==> config.mk <==
export PLATFORM = sky130hd
export DESIGN_NAME = ascon_result_collector
export DESIGN_NICKNAME = d
export VERILOG_FILES = /design/src/rtl/ascon_result_collector.sv
export SDC_FILE = /design/constraint.sdc
export NUM_CORES = 1
export LEC_CHECK = 0
export BUFFER_PORTS_ARGS = -buffer_cell sky130_fd_sc_hd__buf_2
export CORE_MARGIN = 4
export CORE_UTILIZATION = 51
export DETAILED_ROUTE_END_ITERATION = 10
export GPL_TIMING_DRIVEN = 0
export HOLD_SLACK_MARGIN = 0.12
export PLACE_DENSITY = 0.81
export SKIP_CTS_REPAIR_TIMING = 1
export SYNTH_ARGS = -nofsm -noshare
export SYNTH_HDL_FRONTEND = slang
export SYNTH_SLANG_ARGS = --single-unit
export TNS_END_PERCENT = 1
==> constraint.sdc <==
create_clock -name clk -period 2.2 [get_ports clk]
set_input_delay 0.44 -clock clk [delete_from_list [all_inputs] [get_ports clk]]
set_output_delay 0.44 -clock clk [all_outputs]
set_load 0.03 [all_outputs]
==> src/rtl/ascon_result_collector.sv <==
`default_nettype none
// ============================================================================
//  Module      : ascon_result_collector
//  Description : Deserialises the Ascon core's serial payload and tag streams,
//                checks the tag against a reference when decrypting, and holds
//                the result behind a valid/ready handshake. Plaintext whose
//                tag fails to verify is replaced by zeros before release.
//  Revision    : 1.0 - initial release
// ============================================================================
module ascon_result_collector #(
    parameter int Y = 104,
    parameter int T = 128
) (
    input  logic         clk,
    input  logic         rst,
    input  logic         ascon_readyxSI,
    input  logic         output_dataxSI,
    input  logic         tagxSI,
    input  logic         decrypt_i,
    input  logic [127:0] expected_tag_i,
    input  logic         result_ready_i,
    output logic         result_valid_o,
    output logic [Y-1:0] data_o,
    output logic [T-1:0] tag_o,
    output logic         tag_match_o,
    output logic         busy_o
);

    localparam logic [1:0] S_IDLE    = 2'd0;
    localparam logic [1:0] S_CAPTURE = 2'd1;
    localparam logic [1:0] S_DONE    = 2'd2;
    localparam logic [1:0] S_DRAIN   = 2'd3;

    // Index of the final serial bit; the stream always spans the full tag
    // length, even when the payload is shorter.
    localparam logic [7:0] LAST_BIT = 8'(T - 1);

    logic [1:0]   state;
    logic [1:0]   next_state;
    logic         rdy_d;
    logic [7:0]   cnt;
    logic         mode;
    logic         capture_en;
    logic         last_bit;
    logic         start;
    logic [T-1:0] tag_next;
    logic         tag_ok;

    // A serial bit is present on the cycle after each ready-high cycle, so
    // captures are qualified by the delayed ready rather than the live one.
    assign capture_en = (state == S_CAPTURE) && rdy_d;
    assign last_bit   = capture_en && (cnt == LAST_BIT);
    assign start      = (state == S_IDLE) && ascon_readyxSI;

    // Tag value including the bit arriving this cycle, so the comparison on
    // the final edge sees the complete tag.
    assign tag_next   = {tagxSI, tag_o[T-1:1]};
    assign tag_ok     = (tag_next == expected_tag_i);

    // State register.
    always_ff @(posedge clk) begin
        if (rst) begin
            state <= S_IDLE;
        end else begin
            state <= next_state;
        end
    end

    // Next-state logic.
    always_comb begin
        next_state = state;
        case (state)
            S_IDLE: begin
                if (ascon_readyxSI) begin
                    next_state = S_CAPTURE;
                end
            end
            S_CAPTURE: begin
                if (last_bit) begin
                    next_state = S_DONE;
                end
            end
            S_DONE: begin
                if (result_ready_i) begin
                    next_state = S_DRAIN;
                end
            end
            S_DRAIN: begin
                // Wait for the core to release its done flag so the same
                // result is not captured twice.
                if (!ascon_readyxSI) begin
                    next_state = S_IDLE;
                end
            end
            default: next_state = S_IDLE;
        endcase
    end

    // Output decode from the current state.
    always_comb begin
        result_valid_o = 1'b0;
        busy_o         = 1'b1;
        case (state)
            S_IDLE:  busy_o         = 1'b0;
            S_DONE:  result_valid_o = 1'b1;
            default: begin
                result_valid_o = 1'b0;
                busy_o         = 1'b1;
            end
        endcase
    end

    // Delayed ready flag, tracked unconditionally.
    always_ff @(posedge clk) begin
        if (rst) begin
            rdy_d <= 1'b0;
        end else begin
            rdy_d <= ascon_readyxSI;
        end
    end

    // Bit counter and operation mode, both armed when a new result starts.
    always_ff @(posedge clk) begin
        if (rst) begin
            cnt  <= 8'd0;
            mode <= 1'b0;
        end else if (start) begin
            cnt  <= 8'd0;
            mode <= decrypt_i;
        end else if (capture_en) begin
            cnt  <= cnt + 8'd1;
        end
    end

    // Tag deserialiser: LSB arrives first, so shifting in from the top leaves
    // bit n at position n after the full stream.
    always_ff @(posedge clk) begin
        if (rst) begin
            tag_o <= '0;
        end else if (capture_en) begin
            tag_o <= tag_next;
        end
    end

    // Payload deserialiser: only the first Y bits of the stream are kept. A
    // failed decryption overwrites the payload with zeros on the final edge.
    always_ff @(posedge clk) begin
        if (rst) begin
            data_o <= '0;
        end else if (capture_en) begin
            for (int i = 0; i < Y; i++) begin
                if (cnt == 8'(i)) begin
                    data_o[i] <= output_dataxSI;
                end
            end
            if (last_bit && mode && !tag_ok) begin
                data_o <= '0;
            end
        end
    end

    // Authentication status, decided once on the final capture edge.
    always_ff @(posedge clk) begin
        if (rst) begin
            tag_match_o <= 1'b0;
        end else if (last_bit) begin
            tag_match_o <= mode ? tag_ok : 1'b1;
        end
    end

endmodule
`default_nettype wire
==> reports/qor.yml <==
grtUsageTotal_pct: 31.51
synth_xor_area_share_pct: 10.60
worstPathMaxFanout: 8
clock_latency_ns: 0.52
yosysTopAreaCell: "dfxtp_1"
pre_cts_ws_ns: -0.9870
vdd_drop_max_v: 0.0004336
core_sq_um: 21220
routed_wl_microns: 41580
synth_top_area_share_pct: 44.29
via_count: 11270
ys_warn_count: 0
postLayoutCoreUtil_pct: 70.55
synth_common_cells: "nand2_1 (303), dfxtp_1 (245), xor2_1 (132)"
grt_pass1_wl_microns: 59710
ff_latch_area_sq_um: 4921
fmax_mhz: 403.7
grt_max_degree: 14
fin_hold_ws_ns: 0.1847
fin_ws_ns: -0.2772
fin_crit_sh_pct: 112.6
ys_ff_latch: 245
synth-seq-area-share_pct: 44.29
clkTransAtPathRegs_ns: 0.06
die_h_microns: 155.4
std_cell_rows: 53
first_global_vias: 10320
async_flop_share_pct: 0
critPathKind: "flop to flop"
start_util_pct: 52.19
synthCells: 1305
drc: 0
grt_overflow: 0
ios: 370
finalSetupViolations: 105
syn-cell-area_sq_um: 11070
synth.distinct_cells: 28
synth-compound-area-share_pct: 6.191
die_x_microns: 155.4
synth_nets: 1448
grt_setup_unrepaired: "yes"
cts_buffer_depth: 3
synth_edf_count: 0
gp_congestion: 0.9752
synth_top_family_by_area: "simple AND/OR/NAND/NOR gates"
multi_input_area_sq_um: 6232
fin_skew_ns: 0.008926
status: "complete, but fails checks"
dpl.hpwl_microns: 30820
wl_per_cell_microns: 20.71
p_leak_nw: 6.535
design_area_sq_um: 14970
root_buffer: "clkbuf_16"
min_path_type: "input port to flop"
worstPathArrival_ns: 2.92
drv_cap: 0
max_slew_margin_pct: 28.10
synthAdderAreaFrac_pct: 0.9039
htreeDepth: 1
dr.pass1.iters: 7
final_hold_viol_count: 0
cts_buffers: 26
slew_violations: 0
finalCriticalPeriod_ns: 2.477
critPathRequiredTime_ns: 2.64
port_buffers: 368
synthTopCellsByArea: "dfxtp_1 (44%), xor2_1 (10%), nand2_1 (10%)"
powerDensity_nw_per_um2: 667.0
antenna_found_initial: 2
vias_per_cell: 5.613
cp-start-kind: "flop"
post_dp_cell_area_sq_um: 13260
initialDrtViolationCount: 1030
synth_simple_gate_area_share_pct: 24.69
syn_area_per_cell_sq_um: 8.486
synth_most_common_cell: "nand2_1"
route.antenna.remaining_nets: 0
drive_gt1_share_pct: 31.64
fillers: 1585
fin_nets: 1858
cts.sinks: 245
cp-end-kind: "flop"
violations: "setup timing"
synth_mux_area_share_pct: 9.581
cts_tree: "done"
dieArea_sq_um: 24140
area_growth_pct: 35.18
worstMarginPinSlew_ns: 1.078
synthFlopType: "dfxtp_1"
[sequential cells by signal (all words and copies together), names as in the netlist]
signal and flops:
tag_o 128, data_o 104, cnt 8, state 2
mode 1, rdy_d 1, tag_match_o 1
[critical path, cell delays in order (launching register included)]
cell       delay, ns
dfxtp_1         0.36
xor2_1          0.19
nor4_2          0.48
nand4_1         0.34
nor4_4          0.34
a21oi_4         0.20
clkbuf_16       0.22
buf_12          0.14
nor3_4          0.12
[kinds of logic after synthesis]
logic type      count (synthesis)
simple gates                  578
buf+inv                        99
fa+ha+maj                       8
xor+xnor                      134
flops                         245
mux                           106
compound gates                135
[metal layers]
layer / track usage [%] / part of all wire (%) / routed length, microns
met3: 5.925 / 9.5 / 3944
met4: 14.51 / 5.5 / 2294
met1: 41.09 / 38 / 15710
met5: 0 / 0.082 / 34
met2: 50.74 / 47 / 19590
[cell type report]
type | count | area share (%)
multi-input cells | 961 | 41.63
plain buffers | 91 | 3.268
clock buffers | 38 | 5.257
diodes | 1 | 0.01672
well taps | 275 | 2.298
flip-flops and latches | 245 | 32.87
repair buffers | 383 | 13.90
clock inverters | 7 | 0.5850
inverters | 7 | 0.1755
[cell usage in the layout (no fill, tap or decap), drive strengths merged]
cell,Yosys,layout
or3,1,1
nand4,13,13
nor2,89,89
a21oi,132,132
xor2,132,132
clkinvlp,0,1
inv,7,7
nand2b,4,4
bufinv,0,2
o21ai,1,1
nand3,10,10
mux2i,106,106
nor4,35,35
and2,1,1
diode,0,1
ha,8,8
nand2,303,303
a211oi,1,1
clkinv,0,4
clkbuf,78,116
buf,14,396
nor2b,6,6
dfxtp,245,245
xnor2,2,2
o221ai,1,1
nor3,116,116
[path summary, 6_finish.rpt]
path                                from                      end  slack (ns)  cells after the start
setup / recovery  tag_o[71]$_SDFFE_PP0P_  data_o[16]$_SDFFE_PP0P_       -0.28                      8
hold reg to reg        mode$_SDFFE_PP0P_        mode$_SDFFE_PP0P_        0.47                      2
setup reg to reg  tag_o[71]$_SDFFE_PP0P_  data_o[16]$_SDFFE_PP0P_       -0.28                      8
hold / removal                    tagxSI  tag_o[127]$_SDFFE_PP0P_        0.18                      3
[per-stage QoR]
step / std cells / TNS, ns / total power [mW]
floorplan: 1305 / 0 / 5.131
global placement: 1948 / -127.88 / 5.482
detailed placement: 1948 / -129.84 / 5.501
CTS: 1993 / -125.89 / 9.899
global route: 2007 / -29.20 / 10.25
finish: 2008 / -22.03 / 9.985
[report_power, final]
part	leakage, nW	total (mW)	internal (mW)	switching (mW)
Sequential	1.98	4.48	4.46	0.0233
Clock	0.432	4.50	2.70	1.80
Combinational	4.12	1.00	0.307	0.698
(Power assumes the default switching activity.)
